--- config.mk ---
export PLATFORM = sky130hd
export DESIGN_NAME = lcd_msg_sequencer
export DESIGN_NICKNAME = d
export VERILOG_FILES = /design/src/rtl/lcd_msg_sequencer.sv
export SDC_FILE = /design/constraint.sdc
export NUM_CORES = 1
export LEC_CHECK = 0
export CORE_MARGIN = 5
export CORE_UTILIZATION = 35
export DETAILED_ROUTE_END_ITERATION = 7
export SYNTH_ARGS = -nofsm -noshare
export SYNTH_HDL_FRONTEND = slang
export SYNTH_SLANG_ARGS = --single-unit
--- constraint.sdc ---
create_clock -name i_clk -period 1.7 [get_ports i_clk]
set_input_delay 0.17 -clock i_clk [delete_from_list [all_inputs] [get_ports i_clk]]
set_output_delay 0.17 -clock i_clk [all_outputs]
set_load 0.05 [all_outputs]
--- src/rtl/lcd_msg_sequencer.sv ---
// Streams one status text line from an external char table to the HD44780 byte writer.
// Optional clear-before-write, otherwise the line is space-padded for flicker-free refresh.
module lcd_msg_sequencer #(
    parameter int         MODE_W    = 3,
    parameter int         LINE_LEN  = 16,
    parameter logic [7:0] LINE_ADDR = 8'h00,
    parameter bit         CLEAR_EN  = 1'b0,
    localparam int        POS_W     = $clog2(LINE_LEN + 1)
) (
    input  logic              i_clk,
    input  logic              i_rst_n,
    input  logic              i_init_done,
    input  logic              i_start,
    input  logic [MODE_W-1:0] i_mode,
    output logic [MODE_W-1:0] o_char_mode,
    output logic [POS_W-1:0]  o_char_pos,
    input  logic [7:0]        i_char,
    output logic              o_cmd_valid,
    output logic              o_cmd_rs,
    output logic [7:0]        o_cmd_data,
    input  logic              i_cmd_done,
    output logic              o_busy,
    output logic              o_done
);

    typedef enum logic [2:0] {
        S_IDLE,
        S_CLEAR,
        S_ADDR,
        S_FETCH,
        S_CHAR,
        S_PAD,
        S_FIN
    } state_t;

    state_t              state_reg, state_next;
    logic [MODE_W-1:0]   mode_reg, mode_next;
    logic [MODE_W-1:0]   pend_mode_reg, pend_mode_next;
    logic                pend_reg, pend_next;
    logic [POS_W-1:0]    pos_reg, pos_next;
    logic [7:0]          char_reg, char_next;
    logic                valid_reg, valid_next;
    logic                rs_reg, rs_next;
    logic [7:0]          data_reg, data_next;

    logic                issue;
    logic                issue_rs;
    logic [7:0]          issue_data;
    logic                byte_done;
    logic                last_pos;
    state_t              first_state;

    assign byte_done   = valid_reg && i_cmd_done;
    assign last_pos    = (pos_reg == POS_W'(LINE_LEN - 1));
    assign first_state = CLEAR_EN ? S_CLEAR : S_ADDR;

    always_ff @(posedge i_clk or negedge i_rst_n) begin
        if (!i_rst_n) begin
            state_reg     <= S_IDLE;
            mode_reg      <= '0;
            pend_mode_reg <= '0;
            pend_reg      <= 1'b0;
            pos_reg       <= '0;
            char_reg      <= '0;
            valid_reg     <= 1'b0;
            rs_reg        <= 1'b0;
            data_reg      <= '0;
        end else begin
            state_reg     <= state_next;
            mode_reg      <= mode_next;
            pend_mode_reg <= pend_mode_next;
            pend_reg      <= pend_next;
            pos_reg       <= pos_next;
            char_reg      <= char_next;
            valid_reg     <= valid_next;
            rs_reg        <= rs_next;
            data_reg      <= data_next;
        end
    end

    always_comb begin
        issue      = 1'b0;
        issue_rs   = 1'b0;
        issue_data = 8'h00;
        case (state_reg)
            S_CLEAR: begin issue = 1'b1; issue_rs = 1'b0; issue_data = 8'h01; end
            S_ADDR:  begin issue = 1'b1; issue_rs = 1'b0; issue_data = 8'h80 | LINE_ADDR; end
            S_CHAR:  begin issue = 1'b1; issue_rs = 1'b1; issue_data = char_reg; end
            S_PAD:   begin issue = 1'b1; issue_rs = 1'b1; issue_data = 8'h20; end
            default: ;
        endcase
    end

    always_comb begin
        state_next     = state_reg;
        mode_next      = mode_reg;
        pend_mode_next = pend_mode_reg;
        pend_next      = pend_reg;
        pos_next       = pos_reg;
        char_next      = char_reg;
        valid_next     = valid_reg;
        rs_next        = rs_reg;
        data_next      = data_reg;

        // rs/data are captured only when valid rises, so they cannot move mid-handshake
        if (byte_done) begin
            valid_next = 1'b0;
        end else if (issue && !valid_reg) begin
            valid_next = 1'b1;
            rs_next    = issue_rs;
            data_next  = issue_data;
        end

        case (state_reg)
            S_IDLE: begin
                if (i_start && i_init_done) begin
                    state_next = first_state;
                    mode_next  = i_mode;
                    pos_next   = '0;
                end
            end
            S_CLEAR: if (byte_done) state_next = S_ADDR;
            S_ADDR:  if (byte_done) state_next = S_FETCH;
            S_FETCH: begin
                char_next = i_char;
                if (i_char != 8'h00) state_next = S_CHAR;
                else                 state_next = CLEAR_EN ? S_FIN : S_PAD;
            end
            S_CHAR, S_PAD: begin
                if (byte_done) begin
                    if (last_pos) begin
                        state_next = S_FIN;
                    end else begin
                        pos_next   = pos_reg + POS_W'(1);
                        state_next = (state_reg == S_CHAR) ? S_FETCH : S_PAD;
                    end
                end
            end
            S_FIN: begin
                // A request arriving this very cycle is the newest one and wins over the queued mode
                pend_next = 1'b0;
                if (pend_reg || i_start) begin
                    state_next = first_state;
                    mode_next  = i_start ? i_mode : pend_mode_reg;
                    pos_next   = '0;
                end else begin
                    state_next = S_IDLE;
                end
            end
            default: state_next = S_IDLE;
        endcase

        if (i_start && state_reg != S_IDLE && state_reg != S_FIN) begin
            pend_next      = 1'b1;
            pend_mode_next = i_mode;
        end
    end

    assign o_char_mode = mode_reg;
    assign o_char_pos  = pos_reg;
    assign o_cmd_valid = valid_reg;
    assign o_cmd_rs    = rs_reg;
    assign o_cmd_data  = data_reg;
    assign o_busy      = (state_reg != S_IDLE);
    assign o_done      = (state_reg == S_FIN);

endmodule
==> flow_summary.yaml, run 1 <==
cts:
  path_clk_slew_ns: 0.07
  htreeDepth: 2
  clock-root-buffer: "clkbuf_8"
  numCtsBuffers: 5
  clock_path_buffers: 2
  numClockSinks: 33
  clk_latency_ns: 0.29
  cts_tree: "yes"
final_layout:
  fin_cells: 267
  utilization: 0.4905
  antenna_cells: 0
  postLayoutCellArea_mm2: 0.002286
  fin_nets: 230
  fill_cells: 413
  syn_to_final_growth_pct: 37.27
  drive_above_1_share: 0.3052
placement:
  post-dp-hpwl_um: 3011
  place_congestion: 0.7948
  dp_cells: 258
  portBuffers: 35
  place_area_mm2: 0.002175
logic_synthesis:
  yosysTopAreaCellShare: 0.4959
  synth_compound_area_frac: 0.1698
  syn_nets: 180
  synth_cell_types: 33
  yosysMostFrequentCell: "dfrtp_1"
  synthTopCellsByCount: "33 x dfrtp_1, 15 x nand2_1, 15 x nor2_1"
  ys_seq_elements: 33
  ys.warnings.count: 0
  synth_fa_ha_area_frac: 0.01503
  synth_cells: 162
  yosysTopAreaCell: "dfrtp_1"
  syn_area_mm2: 0.001665
  synth_xor_area_frac: 0
  synth_top_family_by_area: "compound AO/OA/AOI/OAI gates"
  syn_avg_cell_area_um2: 10.28
  async_flop_share: 1.000
  synth_edf_count: 0
  synth_ff_type: "dfrtp_1"
  synth_mux_area_frac: 0.1187
  synth_area_leaders: "dfrtp_1 50%, mux2_2 8.8%, a21oi_1 3.6%, nand2_1 3.4%, nor2_1 3.4%"
  synth.yosys.seq_area_share: 0.4959
  synthSimpleGateAreaFrac: 0.1638
global_routing:
  gr-total-overflow: 0
  grtUsageTotal: 0.1418
  antenna_found_initial: 0
  grt_pass1_wl_um: 6927
  grt_pass1_vias: 1496
  grt_max_degree: 34
critical_path:
  crit_type: "register to register"
  cp-start-kind: "register"
  reg2regPathDepth: 6
  crit_arrival_ns: 1.83
  cp_data_required_time_ns: 1.86
  cp-end-kind: "register"
  worstPathMaxFanout: 5
power:
  p_int_mw: 2.426
  peakVddDrop_uv: 939.9
  seq_power_share: 0.314
  power_density_mw_per_mm2: 1879
  total_power_mw: 4.295
  switching_power_mw: 1.868
  leakagePower_nw: 0.9812
  switching_share: 0.4350
  pwr-share-comb: 0.535
  clkPwrFrac: 0.151
die:
  core_mm2: 0.004661
  die_area_mm2: 0.006238
  rows: 25
  die_width_um: 78.98
  pin_count: 36
  die_h_um: 78.98
  start_util: 0.3573
flow_run:
  drv_cap: 0
sta:
  grt_setup_unrepaired: "true"
  drv_slew: 0
  hold_viol: 0
  fmax_ghz: 0.6006
  tightest_slew_ns: 0.5047
  hold-worst-slack_ns: 0.2835
  relSlewSlack: 0.6625
  setup_viol_count_final: 0
  finClkSkew_ns: 0.01244
  min_period_over_period: 0.9794
  period_needed_ns: 1.665
routing:
  wl_per_cell_um: 14.92
  postRouteWirelength_um: 3984
  drc: 0
  drt-pass1-iter-count: 4
  postRouteAntennaNets: 0
  drtIter0Drc: 102
  routed-via-count: 1395
  vias_per_cell: 5.225
status:
  outcome: "finished, final reports clean"
worst_hold_path:
  min_path_type: "primary input to asynchronous set/reset pin"
## final timing paths
kind,slack (ns),from,end
worst min-delay path,0.28,i_rst_n,o_cmd_data[4]
min in group i_clk,0.46,i_cmd_done,o_cmd_valid
max in group asynchronous,1.09,i_rst_n,state_reg[1]
worst max-delay path,0.03,o_char_pos[1],o_char_pos[4]
worst min register to register,0.51,char_reg[5],char_reg[5]
worst max register to register,0.03,o_char_pos[1],o_char_pos[4]
## cell type report
cell class	count	area [um^2]	area share
repair buffers	48	430.4	0.1883
multi-input cells	114	814.5	0.3563
clock buffers	7	96.34	0.04215
inverters	10	37.54	0.01642
well taps	54	67.56	0.02956
flip-flops and latches	33	834.6	0.3651
clock inverters	1	5.005	0.002189
## stage by stage
stage	worst slack, ns	TNS (ns)
final	0.03497	0
after global routing	-0.03124	-0.03124
after CTS	-0.002329	-0.002329
after detailed placement	-0.002549	-0.002549
after global placement	0.05241	0
after floorplan	-0.03725	-0.03725
## power groups by stage
stage	logic [mW]	clock network, mW	registers (mW)
final	2.30	0.647	1.35
after global routing	2.51	0.701	1.40
after CTS	2.28	0.667	1.34
after detailed placement	2.27	0	1.36
after global placement	2.22	0	1.34
after floorplan	1.12	0	1.72
## critical path, cell delays in order (launching register included)
cell     delay, ns
dfrtp_2       0.44
ha_4          0.17
and3_4        0.18
ha_4          0.18
nor3_4        0.13
o22ai_2       0.12
mux2_1        0.33
## routing by layer
metal	routed length, um	track usage	vias to the layer above
met2	1980	0.2357	36
li1	-	-	687
met3	218	0.03855	7
met5	0	0	-
met1	1712	0.1739	665
met4	73	0.05670	0
## cells in the final DEF (no fill, tap or decap), types with 2 or more instances in the layout
cell             instances
a21oi_1                 12
a22o_1                   5
buf_12                   2
buf_4                   28
clkbuf_8                 7
clkdlybuf4s50_1         18
dfrtp_1                 26
dfrtp_2                  7
ha_4                     2
inv_1                   10
mux2_2                  13
mux2i_1                  4
nand2_1                 15
nand2b_1                 4
nor2_1                  15
nor2b_1                  5
nor3_4                   2
nor4_1                   4
o211ai_1                 2
o21ai_0                 11
o22ai_1                  4
o2bb2ai_1                2
## what timing repair did
item | CTS | global route
setup buffers | 0 | 1
gates resized for setup | 0 | 2
pin swaps | 0 | 1
hold endpoints to repair | 0 | 0
endpoints found under the setup margin | 1 | 7
hold buffers | 0 | 0
## logic make-up (layout without fill, tap and decap cells)
family,Yosys count,count (layout)
fa+ha+maj,2,2
compound gates,43,43
mux,18,18
flops,33,33
buf+inv,15,66
simple gates,51,51
Note: power is estimated with default switching activity, not from simulation.
==> run 2, diff against run 1 <==
Clock period 1.7 ns to 2.03 ns, I/O delays scaled along.
==> run 2 against run 1 <==
Core utilization fell by 1.9 points. Worst hold slack better by 0.042 ns. Critical path depth unchanged. First-iteration DRC count fell by 48%. Final cell count decreased by 3.0%. Final area decreased by 3.8%. Register-to-register slack improved by 0.05 ns. Non-clock buffer count is 8 lower. Critical endpoint unchanged. Flip-flop and latch count unchanged. Clock skew shrank 0.0070 ns.
==> flow_summary.yaml, run 2 (same netlist as run 1, synthesis figures left out) <==
cts:
  clk_latency_ns: 0.28
  cts_resized: 0
  clock-root-buffer: "clkbuf_8"
  numCtsBuffers: 5
  hold_buffers: 0
  cts_setup_buffers: 0
  cts_tree: "yes"
  numClockSinks: 33
  path_clk_slew_ns: 0.07
  clock_path_buffers: 2
  htreeDepth: 2
critical_path:
  cp-end-kind: "register"
  timing.rr.start: "o_char_pos[0]"
  cp-start-kind: "register"
  reg2reg_to: "o_char_pos[4]"
  crit_type: "register to register"
  cp_data_required_time_ns: 2.19
  reg2regPathDepth: 6
  worstPathMaxFanout: 5
  r2r_slack_ns: 0.08
  crit_arrival_ns: 2.11
worst_hold_path:
  min_path_type: "primary input to asynchronous set/reset pin"
routing:
  routed-via-count: 1361
  drt-pass1-iter-count: 4
  vias_per_cell: 5.255
  postRouteWirelength_um: 3928
  wl_per_cell_um: 15.17
  drc: 0
  postRouteAntennaNets: 0
  drtIter0Drc: 53
sta:
  period_needed_ns: 1.948
  finalSetupTns_ns: 0
  grt_setup_unrepaired: "false"
  relSlewSlack: 0.6299
  fmax_ghz: 0.5133
  min_period_over_period: 0.9596
  finClkSkew_ns: 0.005441
  setup_viol_count_final: 0
  tightest_slew_ns: 0.5551
  drv_slew: 0
  hold_viol: 0
final_layout:
  final_cell_mix: "32 x dfrtp_1, 32 x clkdlybuf4s50_1, 15 x nand2_1, 15 x nor2_1, 13 x mux2_2"
  syn_to_final_growth_pct: 32.01
  antenna_cells: 0
  fin_nets: 222
  drive_above_1_share: 0.1610
  fill_cells: 446
  utilization: 0.4717
status:
  outcome: "finished, final reports clean"
die:
  pin_count: 36
  die_h_um: 78.98
  rows: 25
  core_mm2: 0.004661
  die_area_mm2: 0.006238
  start_util: 0.3573
  die_width_um: 78.98
power:
  p_int_mw: 1.890
  switching_share: 0.4468
  power_density_mw_per_mm2: 1554
  peakVddDrop_uv: 758.7
  leakagePower_nw: 0.9192
  switching_power_mw: 1.527
  pwr-share-comb: 0.530
  seq_power_share: 0.332
  clkPwrFrac: 0.138
global_routing:
  grt_pass1_vias: 1394
  antenna_found_initial: 0
  grtUsageTotal: 0.1328
  grt_max_degree: 34
  gr-total-overflow: 0
  grt_pass1_wl_um: 6555
placement:
  post-dp-hpwl_um: 2927
  portBuffers: 35
  place_congestion: 0.7551
flow_run:
  drv_cap: 0
==> run 2: cell types whose count changed in the layout (fill, tap and decap cells not counted), moves of 2 or more <==
cell / change
clkbuf_8: -2
buf_4: -22
dfrtp_2: -6
ha_4: -2
ha_1: +2
clkdlybuf4s50_1: +14
dfrtp_1: +6
==> run 2: power groups by stage <==
stage | registers (mW) | logic (mW) | clock network (mW)
floorplan | 1.44 | 0.926 | 0
global placement | 1.12 | 1.79 | 0
detailed placement | 1.15 | 1.82 | 0
CTS | 1.14 | 1.83 | 0.486
global route | 1.17 | 1.95 | 0.521
finish | 1.14 | 1.81 | 0.470
==> run 2: worst max-delay path by stage <==
stage	from	to	slack, ns	cells past startpoint
3_3_place_gp	o_char_pos[0]	o_char_pos[4]	0.18	6
2_1_floorplan	o_char_pos[1]	o_char_pos[4]	0.0008	6
4_1_cts	o_char_pos[0]	o_char_pos[4]	0.08	6
3_5_place_dp	o_char_pos[0]	o_char_pos[4]	0.11	6
5_1_grt	o_char_pos[0]	o_char_pos[4]	0.02	6
6_report	o_char_pos[0]	o_char_pos[4]	0.08	6
==> run 2: critical path, cell delays in order (launching register included) <==
cell	delay (ns)
dfrtp_2	0.43
ha_1	0.21
and3_1	0.18
ha_1	0.24
nor3_2	0.25
o22ai_2	0.17
mux2_1	0.34
==> run 2: layout make-up <==
cell class	instances	area [um^2]	share of cell area
sequential	33	827.0	0.3762
multi-input combinational	114	778.2	0.3540
timing repair buffer	40	405.4	0.1844
clock buffer	6	72.57	0.03301
tap	54	67.56	0.03073
inverter	10	37.54	0.01707
clock inverter	2	10.01	0.004553
==> run 2: metrics by stage <==
| step | hold slack, ns | power, mW | cells | cell area (um^2) | setup slack (ns) |
|---|---|---|---|---|---|
| CTS | 0.3416 | 3.453 | 259 | 2198 | 0.07813 |
| global placement | 0.4912 | 2.908 | 251 | 2116 | 0.1770 |
| floorplan | -0.09259 | 2.364 | 162 | 1667 | 0.0008047 |
| detailed placement | 0.4967 | 2.968 | 251 | 2116 | 0.1116 |
| finish | 0.3259 | 3.417 | 259 | 2198 | 0.08197 |
| global route | 0.3761 | 3.638 | 259 | 2198 | 0.02398 |
==> run 2: routing by layer <==
metal / routed length, um / track usage / vias to the layer above
met1: 1681 / 0.1628 / 658
met5: 0 / 0 / -
met3: 239 / 0.03288 / 8
li1: - / - / 665
met4: 64 / 0.05155 / 0
met2: 1943 / 0.2239 / 30
==> RTL change: new RTL, config.mk and constraints of run 1 <==
The 7 states of `state_t` get a one-hot encoding in 7 bits.
--- a/src/rtl/lcd_msg_sequencer.sv
+++ b/src/rtl/lcd_msg_sequencer.sv
@@ -23,14 +23,14 @@
     output logic              o_done
 );
 
-    typedef enum logic [2:0] {
-        S_IDLE,
-        S_CLEAR,
-        S_ADDR,
-        S_FETCH,
-        S_CHAR,
-        S_PAD,
-        S_FIN
+    typedef enum logic [6:0] {
+        S_IDLE  = 7'b0000001,
+        S_CLEAR = 7'b0000010,
+        S_ADDR  = 7'b0000100,
+        S_FETCH = 7'b0001000,
+        S_CHAR  = 7'b0010000,
+        S_PAD   = 7'b0100000,
+        S_FIN   = 7'b1000000
     } state_t;
 
     state_t              state_reg, state_next;
Function: same outputs for any inputs over 10 cycles, from zero or initial values and one cycle with i_rst_n low; not proved beyond that.
==> RTL change against run 1 <==
The run now ends with negative setup slack left. Critical path depth down 2. Area after synthesis up 3.8%. First-iteration DRC count down 40%. Worst hold slack better by 1.6 ps. Global-route usage up 0.24 points. Setup slack worse by 350 ps. Largest power group unchanged. Sequential cell count up 3. Power down 9.6%. Cell area up 11%. Clock skew down 4.9 ps. Synthesized cell count down 1.2%. Wire length up 5.6%.
==> RTL change: results (changes against run 1) <==
[run_status]
outcome=finished with violations
violations=negative setup slack

[drt]
routedWlPerCell_um=14.7  ; -1.7%
routed_wl_um=4210  ; +5.6%
met3_length_um=230  ; +5.5%

[global_routing]
gr-usage-met3=0.0437  ; +0.00517
grt_pass1_wl_um=7200  ; +3.9%
grt_pass1_vias=1533  ; +2.5%
use_met1=0.170  ; -0.00365
grtUsageMet2=0.251  ; +0.0151

[synthesis]
synth.area.top_cells=dfrtp_1 51%, mux2_2 7.8%, nand2_1 4.8%, o21ai_0 3.5%, mux2_4 2.6%
ys_types=44  ; +33%
seq_area_frac_synth=0.522  ; +0.0258
synth_mux_area_frac=0.130  ; +0.0108
syn_nets=178  ; -1.1%
synth_compound_area_frac=0.122  ; -0.0475

[layout]
seq_share=0.358  ; -0.00698
multi_input_area_um2=883  ; +8.4%
multi_input_cells=111  ; -2.6%
num-nonclk-buffers=59  ; +23%
buffer_area_frac=0.205  ; +0.0163

[place]
place_area_um2=2340  ; +7.6%
gp_congestion=0.820  ; +3.2%
dp.cells=279  ; +8.1%

[timing]
worstMarginPinSlew_ps=513  ; +8.02 ps
finalSetupViolations=14  ; +14
setup_ws_ps=-314  ; -349 ps
fin_setup_tns_ps=-2470  ; -2470 ps

[power_and_ir_drop]
p_leak_nw=1.10  ; +12%

[clocking]
post_cts_resized=10  ; +10
cts_sinks=36  ; +9.1%

[RTL change: power breakdown]
group	leakage [nW]	switching [mW]	internal, mW	total (mW)
logic	0.594	0.990	0.852	1.84
registers	0.451	0.163	1.12	1.28
clock network	0.0548	0.317	0.441	0.759
total	1.10	1.47	2.41	3.88
[RTL change: worst paths after layout]
path | slack [ps] | startpoint | depth (start not counted) | endpoint
setup / recovery | -310 | state_reg[4]$_DFFE_PN0P_ | 4 | o_char_mode[1]$_DFFE_PN0P_
hold / removal | 290 | i_rst_n | 2 | char_reg[5]$_DFFE_PN0P_
setup reg to reg | -310 | state_reg[4]$_DFFE_PN0P_ | 4 | o_char_mode[1]$_DFFE_PN0P_
hold reg to reg | 490 | o_cmd_rs$_DFFE_PN0P_ | 1 | o_cmd_rs$_DFFE_PN0P_
max in group asynchronous | 1040 | i_rst_n | 2 | o_char_pos[1]$_DFFE_PN0P_
min in group i_clk | 490 | o_cmd_rs$_DFFE_PN0P_ | 1 | o_cmd_rs$_DFFE_PN0P_
